`config.mk`:
```
export PLATFORM = sky130hd
export DESIGN_NAME = main_control_fsm
export DESIGN_NICKNAME = d
export VERILOG_FILES = /design/src/rtl/main_control_fsm.sv
export SDC_FILE = /design/constraint.sdc
export NUM_CORES = 1
export LEC_CHECK = 0
export ABC_AREA = 1
export CORE_MARGIN = 4
export CORE_UTILIZATION = 40
export DETAILED_ROUTE_END_ITERATION = 10
export PLACE_DENSITY_LB_ADDON = 0.3
export SKIP_CTS_REPAIR_TIMING = 1
export SLEW_MARGIN = 5
export SYNTH_ARGS = -nofsm -noshare
export SYNTH_HDL_FRONTEND = slang
export SYNTH_SLANG_ARGS = --single-unit
```
`constraint.sdc`:
```
create_clock -name clk -period 2.4 [get_ports clk]
set_input_delay 0.36 -clock clk [delete_from_list [all_inputs] [get_ports clk]]
set_output_delay 0.36 -clock clk [all_outputs]
set_load 0.005 [all_outputs]
```
`src/rtl/main_control_fsm.sv`:
```
`default_nettype none
// ============================================================================
// Module   : main_control_fsm
// Brief    : Multi-cycle MIPS-style main control FSM (fetch/decode/execute).
// Revision : 1.0 - initial release
// ============================================================================
module main_control_fsm (
    input  logic       clk,
    input  logic       rst,
    input  logic [5:0] Op,
    input  logic       mem_ready,
    output logic       PCWrite,
    output logic       PCWriteCond,
    output logic       IorD,
    output logic       MemRead,
    output logic       MemWrite,
    output logic       MemtoReg,
    output logic       IRWrite,
    output logic       ALUSrcA,
    output logic       RegWrite,
    output logic       RegDst,
    output logic [1:0] PCSource,
    output logic [1:0] ALUSrcB,
    output logic [1:0] ALUOp,
    output logic       illegal_op,
    output logic [3:0] state
);

    typedef enum logic [3:0] {
        S_FETCH  = 4'd0,
        S_DECODE = 4'd1,
        S_MEMADR = 4'd2,
        S_MEMRD  = 4'd3,
        S_MEMWB  = 4'd4,
        S_MEMWR  = 4'd5,
        S_EXEC   = 4'd6,
        S_RWB    = 4'd7,
        S_BRANCH = 4'd8,
        S_JUMP   = 4'd9,
        S_IEXEC  = 4'd10,
        S_IWB    = 4'd11
    } state_e;

    localparam logic [5:0] c_op_rtype = 6'b000000;
    localparam logic [5:0] c_op_lw    = 6'b100011;
    localparam logic [5:0] c_op_sw    = 6'b101011;
    localparam logic [5:0] c_op_beq   = 6'b000100;
    localparam logic [5:0] c_op_j     = 6'b000010;
    localparam logic [5:0] c_op_addi  = 6'b001000;
    localparam logic [5:0] c_op_andi  = 6'b001100;

    state_e     state_q, state_d;
    logic [5:0] op_q;
    logic       illegal_q, illegal_d;

    always_ff @(posedge clk or posedge rst) begin
        if (rst) begin
            state_q   <= S_FETCH;
            op_q      <= 6'd0;
            illegal_q <= 1'b0;
        end else begin
            state_q   <= state_d;
            illegal_q <= illegal_d;
            if (state_q == S_DECODE) begin
                op_q <= Op;
            end
        end
    end

    always_comb begin
        state_d     = S_FETCH;
        illegal_d   = 1'b0;
        PCWrite     = 1'b0;
        PCWriteCond = 1'b0;
        IorD        = 1'b0;
        MemRead     = 1'b0;
        MemWrite    = 1'b0;
        MemtoReg    = 1'b0;
        IRWrite     = 1'b0;
        ALUSrcA     = 1'b0;
        RegWrite    = 1'b0;
        RegDst      = 1'b0;
        PCSource    = 2'b00;
        ALUSrcB     = 2'b00;
        ALUOp       = 2'b00;

        case (state_q)
            S_FETCH: begin
                MemRead = 1'b1;
                ALUSrcB = 2'b01;
                IRWrite = mem_ready;
                PCWrite = mem_ready;
                state_d = mem_ready ? S_DECODE : S_FETCH;
            end
            S_DECODE: begin
                ALUSrcB = 2'b11;
                // Branch on the live opcode; op_q only holds it from the next cycle.
                case (Op)
                    c_op_rtype:          state_d = S_EXEC;
                    c_op_lw, c_op_sw:    state_d = S_MEMADR;
                    c_op_beq:            state_d = S_BRANCH;
                    c_op_j:              state_d = S_JUMP;
                    c_op_addi, c_op_andi: state_d = S_IEXEC;
                    default: begin
                        state_d   = S_FETCH;
                        illegal_d = 1'b1;
                    end
                endcase
            end
            S_MEMADR: begin
                ALUSrcA = 1'b1;
                ALUSrcB = 2'b10;
                state_d = (op_q == c_op_lw) ? S_MEMRD : S_MEMWR;
            end
            S_MEMRD: begin
                MemRead = 1'b1;
                IorD    = 1'b1;
                state_d = mem_ready ? S_MEMWB : S_MEMRD;
            end
            S_MEMWB: begin
                MemtoReg = 1'b1;
                RegWrite = 1'b1;
            end
            S_MEMWR: begin
                MemWrite = 1'b1;
                IorD     = 1'b1;
                state_d  = mem_ready ? S_FETCH : S_MEMWR;
            end
            S_EXEC: begin
                ALUSrcA = 1'b1;
                ALUOp   = 2'b10;
                state_d = S_RWB;
            end
            S_RWB: begin
                RegDst   = 1'b1;
                RegWrite = 1'b1;
            end
            S_BRANCH: begin
                ALUSrcA     = 1'b1;
                ALUOp       = 2'b01;
                PCWriteCond = 1'b1;
                PCSource    = 2'b01;
            end
            S_JUMP: begin
                PCWrite  = 1'b1;
                PCSource = 2'b10;
            end
            S_IEXEC: begin
                ALUSrcA = 1'b1;
                ALUSrcB = 2'b10;
                ALUOp   = (op_q == c_op_andi) ? 2'b11 : 2'b00;
                state_d = S_IWB;
            end
            S_IWB: begin
                RegWrite = 1'b1;
            end
            default: state_d = S_FETCH;
        endcase

        // Controls are decoded combinationally, so reset must mask them directly
        // to silence strobes (e.g. MemRead in FETCH) without waiting for a clock.
        if (rst) begin
            state_d     = S_FETCH;
            illegal_d   = 1'b0;
            PCWrite     = 1'b0;
            PCWriteCond = 1'b0;
            IorD        = 1'b0;
            MemRead     = 1'b0;
            MemWrite    = 1'b0;
            MemtoReg    = 1'b0;
            IRWrite     = 1'b0;
            ALUSrcA     = 1'b0;
            RegWrite    = 1'b0;
            RegDst      = 1'b0;
            PCSource    = 2'b00;
            ALUSrcB     = 2'b00;
            ALUOp       = 2'b00;
        end
    end

    assign illegal_op = illegal_q;
    assign state      = state_q;

endmodule
`default_nettype wire
```
==> results of run 1 <==
## cells in the mapped netlist
| library cell | count |
|---|---|
| nand2_1 | 30 |
| nor2_1 | 27 |
| inv_1 | 15 |
| dfrtp_1 | 11 |
| nand3_1 | 8 |
| a21oi_1 | 5 |
| nor3_1 | 5 |
| nand2_2 | 4 |
| nor2_4 | 4 |
| o21ai_0 | 4 |
| clkbuf_1 | 2 |
| inv_2 | 2 |
| nand2_4 | 2 |
| nand4_1 | 2 |
| a31oi_1 | 1 |
| buf_4 | 1 |
| clkinv_2 | 1 |
| inv_4 | 1 |
| nor2_8 | 1 |
| nor3_2 | 1 |
| o21ai_2 | 1 |
| o22ai_1 | 1 |
| o31ai_1 | 1 |
| or2_2 | 1 |
## through the flow
stage,cell area [µm²],total power [mW],std cells
floorplan,859.6,0.2924,131
global placement,1199,0.3413,188
detailed placement,1199,0.3445,188
CTS,1225,0.4688,192
global route,1242,0.4964,194
finish,1242,0.4687,194
## sequential cells by signal, indices dropped and copies added, names as in the netlist
| register | flops |
|---|---|
| illegal_op | 1 |
| state | 4 |
| op_q | 6 |
## worst min path at each step
stage,start,endpoint,slack (ns),depth (start not counted)
after global routing,op_q[3]$_DFFE_PP0P_,op_q[3]$_DFFE_PP0P_,0.55,2
after global placement,op_q[4]$_DFFE_PP0P_,op_q[4]$_DFFE_PP0P_,0.48,2
after CTS,op_q[3]$_DFFE_PP0P_,op_q[3]$_DFFE_PP0P_,0.51,2
after floorplan,rst,illegal_op$_DFF_PP0_,0.43,2
final,op_q[3]$_DFFE_PP0P_,op_q[3]$_DFFE_PP0P_,0.51,2
after detailed placement,op_q[3]$_DFFE_PP0P_,op_q[3]$_DFFE_PP0P_,0.49,2
## cell type report
cell class	instances	share of cell area, %
clock buffer	4	2.115
multi-input combinational	98	39.78
sequential	11	22.36
timing repair buffer	35	26.99
inverter	19	6.042
tap	27	2.719
## power groups by stage
stage	Sequential, mW	Combinational [mW]	Clock [mW]
after floorplan	0.226	0.0669	0
after global placement	0.229	0.113	0
after detailed placement	0.230	0.115	0
after CTS	0.226	0.116	0.127
after global routing	0.230	0.132	0.134
final	0.226	0.115	0.127
## layer usage
metal | vias to the layer above | wire (µm)
met5 | - | 0
met4 | 0 | 24
met3 | 2 | 175
met2 | 38 | 997
met1 | 410 | 910
li1 | 480 | -
## worst max-delay path, stage by stage, from the launching register on
cell and delay, ns:
dfrtp_1 0.40, inv_1 0.12, nor2_4 0.17, nand2_2 0.11, nor3_2 0.19, a21oi_1 0.06
nor2_1 0.08, clkdlybuf4s50_1 0.51
## kinds of logic (layout without fill, tap and decap cells)
group	after synthesis	in the layout	share of synthesized area, %
AOI/OAI and AO/OA	13	13	8.589
buffers and inverters	22	58	10.48
and+or+nand+nor	85	85	48.91
DFF	11	11	32.02
==> impl_metrics.env, run 1 <==
export IMPL_worst_slew_pin_slew_ns=0.2749
export IMPL_use_met2_pct=28.69
export IMPL_synth_area_leaders="dfrtp_1 (32%), nand2_1 (13%), nor2_1 (12%)"
export IMPL_grt_util_met3_pct=2.180
export IMPL_synth_cell_type_count=24
export IMPL_wl_um=2108
export IMPL_dpl_worst_slack_ns=0.1970
export IMPL_fillers=182
export IMPL_ff_latch_area_um2=277.8
export IMPL_synthCells=131
export IMPL_yosys_warnings=0
export IMPL_global_route_overflow_total=0
export IMPL_whs_ns=0.5081
export IMPL_p_sw_mw=0.1404
export IMPL_min_period_ns=2.262
export IMPL_drc=0
export IMPL_gp_congestion=0.8190
export IMPL_relSlewSlack_pct=81.67
export IMPL_combPwrFrac_pct=24.6
export IMPL_fin_tns_setup_ns=0
export IMPL_layout_common_cells="nand2_1 (30), clkdlybuf4s50_1 (29), nor2_1 (27)"
export IMPL_ant_nets=0
export IMPL_grtUsageTotal_pct=15.89
export IMPL_dr_pass1_iters=4
export IMPL_peakVddDrop_uv=278.8
export IMPL_internal_power_mw=0.3283
export IMPL_reg2reg_depth=9
export IMPL_synth_largest_area_cell="dfrtp_1"
export IMPL_first_global_vias=836
export IMPL_drive_gt1_share_pct=17.37
export IMPL_antenna_cells=0
export IMPL_p_per_area_nw_per_um2=377.2
export IMPL_finalSetupViolations=0
export IMPL_vias=930
export IMPL_path_max_fanout=4
export IMPL_r2r_start="state[1]$_DFF_PP0_"
export IMPL_r2r_end="state[1]$_DFF_PP0_"
export IMPL_postSynthAreaPerCell_um2=6.562
export IMPL_synth_seq_area_share_pct=32.02
export IMPL_core_um2=2002
export IMPL_status="completed"
export IMPL_clockBufferDepth=2
export IMPL_p_leak_nw=0.5717
export IMPL_dieArea_um2=2954
export IMPL_fin_skew_ns=0.002098
export IMPL_fmax_mhz=442.1
export IMPL_ys_seq_elements=11
export IMPL_final_common_cell="nand2_1"
export IMPL_hold_viol=0
export IMPL_clkPwrFrac_pct=27.1
export IMPL_fin_ws_ns=0.1382
export IMPL_critPathArrivalTime_ns=1.90
export IMPL_hp_class="reg -> reg"
export IMPL_r2r_slack_ns=1.07
export IMPL_worstSkewPairLatency_ns=0.27
export IMPL_grt_start_max_net_pins=11
export IMPL_cap_viol_max_count=0
export IMPL_start_kind="register"
export IMPL_nNetsFinal=177
export IMPL_fin_crit_sh_pct=94.24
export IMPL_clkSinkCount=11
export IMPL_io_pins=30
export IMPL_core_rowCount=16
export IMPL_end_kind="output port"
export IMPL_crit_type="reg -> out"
export IMPL_synth_nets=140
export IMPL_critPathCapture="ALUOp[1]"
export IMPL_cts_made_buffers=3
export IMPL_yosysTopAreaCellShare_pct=32.02
export IMPL_initial_utilization_pct=42.94
export IMPL_root_buffer="clkbuf_4"
export IMPL_wl_per_cell_um=10.87
export IMPL_cp_startpoint="state[1]$_DFF_PP0_"
export IMPL_area_growth_pct=44.54
export IMPL_mappedNetlistArea_um2=859.6
export IMPL_dieHeight_um=54.36
export IMPL_swShare_pct=29.96
export IMPL_met1_usage_pct=18.23
export IMPL_die_width_um=54.36
export IMPL_post_route_util_pct=62.06
export IMPL_first_iter_violations=22
export IMPL_slew_violations=0
export IMPL_grt_pass1_wl_um=3450
export IMPL_multi_input_area_um2=494.2
export IMPL_io_buffers=29
export IMPL_seq_power_share_pct=48.3
export IMPL_detailed_place_hpwl_um=1788
export IMPL_path_clk_slew_ns=0.07
export IMPL_globalRoute_busiestLayer="met2"
export IMPL_cp_data_required_time_ns=2.04
export IMPL_antenna_found_initial=0
export IMPL_htree_levels=1
export IMPL_cts_tree="yes"
export IMPL_routed_via_density=4.794
Power figures use the tool's default switching activity.
==> run 2, diff against run 1 <==
--- a/config.mk
+++ b/config.mk
@@ -5,11 +5,12 @@
 export SDC_FILE = /design/constraint.sdc
 export NUM_CORES = 1
 export LEC_CHECK = 0
-export ABC_AREA = 1
+export CORE_ASPECT_RATIO = 0.75
 export CORE_MARGIN = 4
 export CORE_UTILIZATION = 40
 export DETAILED_ROUTE_END_ITERATION = 10
 export PLACE_DENSITY_LB_ADDON = 0.3
+export REMOVE_ABC_BUFFERS = 1
 export SKIP_CTS_REPAIR_TIMING = 1
 export SLEW_MARGIN = 5
 export SYNTH_ARGS = -nofsm -noshare
==> run 2 against run 1 <==
  * Critical path depth down 3
  * Fmax down 4.6%
  * Via count down 2.4%
  * Wire length up 17%
  * First-iteration DRC count rose to 2.5 times the previous value
  * Cell count down 21%
  * Combinational power about the same
  * Sequential share of layout area down 0.22 points
  * Non-clock buffer count down 2
  * Utilization down 0.83 points
  * Register-to-register slack worse by 0.27 ns
  * Flip-flop and latch count unchanged
==> impl_metrics.env, run 2 <==
export IMPL_path_max_fanout=9
export IMPL_io_buffers=29
export IMPL_dr_pass1_iters=4
export IMPL_cts_made_buffers=3
export IMPL_crit_type="in -> out"
export IMPL_final_common_cell="clkdlybuf4s50_1"
export IMPL_initial_utilization_pct=43.28
export IMPL_status="completed"
export IMPL_dieHeight_um=48.79
export IMPL_internal_power_mw=0.3367
export IMPL_p_sw_mw=0.1451
export IMPL_placed_area_um2=1202
export IMPL_ant_nets=0
export IMPL_start_kind="input port"
export IMPL_end_kind="output port"
export IMPL_cap_viol_max_count=0
export IMPL_slew_violations=0
export IMPL_clkSinkCount=11
export IMPL_min_period_ns=2.372
export IMPL_critPathArrivalTime_ns=2.01
export IMPL_hp_class="reg -> reg"
export IMPL_synthCells=99
export IMPL_ys_seq_elements=11
export IMPL_wl_per_cell_um=16.05
export IMPL_htree_levels=1
export IMPL_postLayoutCellArea_um2=1255
export IMPL_worst_slew_pin_slew_ns=0.4278
export IMPL_routed_via_density=5.935
export IMPL_largest_reg_flops=6
export IMPL_synth_edf_count=0
export IMPL_antenna_cells=0
export IMPL_fmax_mhz=421.6
export IMPL_gp_congestion=0.8201
export IMPL_area_growth_pct=41.47
export IMPL_synthArstFlopShare_pct=100.0
export IMPL_detailed_place_hpwl_um=1972
export IMPL_synth_most_common_cell="dfrtp_1"
export IMPL_core_rowCount=14
export IMPL_post_route_util_pct=61.23
export IMPL_p_leak_nw=0.4694
export IMPL_layout_common_cells="clkdlybuf4s50_1 (27), dfrtp_1 (9), nor2_1 (8)"
export IMPL_io_pins=30
export IMPL_combPwrFrac_pct=24.4
export IMPL_peakVddDrop_uv=361.3
export IMPL_min_path_cells=1
export IMPL_worstSkewPairLatency_ns=0.28
export IMPL_synth_common_cells="dfrtp_1 (11), nor2_1 (8), nor3_1 (7)"
export IMPL_clockBufferDepth=2
export IMPL_yosys_warnings=0
export IMPL_path_clk_slew_ns=0.07
export IMPL_relSlewSlack_pct=71.39
export IMPL_wl_um=2456
export IMPL_swShare_pct=30.12
export IMPL_first_iter_violations=56
export IMPL_seq_power_share_pct=48.6
export IMPL_dieArea_um2=3043
export IMPL_cp_data_required_time_ns=2.04
export IMPL_core_um2=2049
export IMPL_synth_cell_type_count=43
export IMPL_drive_gt1_share_pct=20.93
export IMPL_global_route_overflow_total=0
export IMPL_p_per_area_nw_per_um2=383.9
export IMPL_top_register="op_q"
export IMPL_die_width_um=62.38
export IMPL_fin_cells=153
export IMPL_grt_start_max_net_pins=19
export IMPL_synth_area_leaders="dfrtp_1 (31%), mux2_2 (7.6%), nor3_1 (3.9%)"
export IMPL_fin_crit_sh_pct=98.83
export IMPL_hold_viol=0
export IMPL_clkPwrFrac_pct=27.0
export IMPL_root_buffer="clkbuf_4"
export IMPL_placed_cells=149
export IMPL_first_global_vias=853
export IMPL_mappedNetlistArea_um2=887.1
export IMPL_drc=0
export IMPL_grtUsageTotal_pct=16.89
export IMPL_reg2reg_depth=3
export IMPL_synth_seq_area_share_pct=31.03
export IMPL_synth_largest_area_cell="dfrtp_1"
export IMPL_nNetsFinal=139
export IMPL_total_power_mw=0.4818
export IMPL_postSynthAreaPerCell_um2=8.961
export IMPL_antenna_found_initial=0
export IMPL_vias=908
export IMPL_yosysTopAreaCellShare_pct=31.03
export IMPL_finalSetupViolations=0
export IMPL_fin_skew_ns=0.009829
export IMPL_cts_tree="yes"
export IMPL_synth_flop_cell="dfrtp_1"
export IMPL_grt_pass1_wl_um=4153
[run 2: cell types whose count changed after synthesis, moves of 3 or more]
cell,before,now
nand2b_1,0,4
nor2b_1,0,3
nor2_4,4,0
nand2_1,30,2
nand4b_1,0,3
nand2_2,4,0
inv_1,15,2
buf_2,0,4
nor2_1,27,8
mux2_2,0,6
nand3_1,8,1
[run 2: cell type report]
type	count	area, µm²
Tap cell	24	30.03
Inverter	2	7.507
Clock buffer	3	22.52
Sequential cell	11	277.8
Clock inverter	1	5.005
Multi-Input combinational cell	79	586.8
Fill cell	170	794.5
Timing Repair Buffer	33	325.3
[run 2: cells by family after synthesis]
| kind of cell | count (synthesis) | share of synthesized area (%) |
|---|---|---|
| AO/OA/AOI/OAI | 24 | 19.04 |
| XOR/XNOR | 2 | 1.975 |
| buffers and inverters | 9 | 4.797 |
| flip-flops | 11 | 31.03 |
| multiplexers | 6 | 7.616 |
| AND/OR/NAND/NOR | 47 | 35.55 |
[run 2: worst max-delay path, stage by stage]
cell             delay, ns
clkdlybuf4s50_1       0.48
buf_4                 0.20
nor4b_1               0.37
clkdlybuf4s50_1       0.60
[run 2: path summary, 6_finish.rpt]
path,startpoint,to,slack (ns)
setup / recovery,rst,IorD,0.03
hold / removal,op_q[2]$_DFFE_PP0P_,op_q[2]$_DFFE_PP0P_,0.54
setup reg to reg,state[1]$_DFF_PP0_,op_q[5]$_DFFE_PP0P_,0.80
hold reg to reg,op_q[2]$_DFFE_PP0P_,op_q[2]$_DFFE_PP0P_,0.54
max in group asynchronous,rst,state[1]$_DFF_PP0_,1.50
min in group asynchronous,rst,op_q[3]$_DFFE_PP0P_,0.72
[run 2: power groups by stage]
stage | Clock (mW) | Sequential [mW] | Combinational, mW
floorplan | 0 | 0.229 | 0.0632
global placement | 0 | 0.233 | 0.113
detailed placement | 0 | 0.236 | 0.116
CTS | 0.130 | 0.232 | 0.116
global route | 0.146 | 0.239 | 0.128
finish | 0.130 | 0.234 | 0.118
[run 2: stage by stage]
stage / TNS, ns / worst slack, ns / hold WS [ns]
after floorplan: 0 / 0.7310 / 0.2381
after global placement: 0 / 0.1748 / 0.5157
after detailed placement: 0 / 0.1511 / 0.5282
after CTS: -0.1419 / -0.09804 / 0.5452
after global routing: -0.1690 / -0.1690 / 0.5969
final: 0 / 0.02802 / 0.5449
[run 2: metal layers]
layer / global-route usage (%) / part of all wire [%]
met5: 0 / 0
met4: 3.534 / 1.1
met3: 5.530 / 5.1
met2: 25.86 / 48
met1: 23.22 / 46
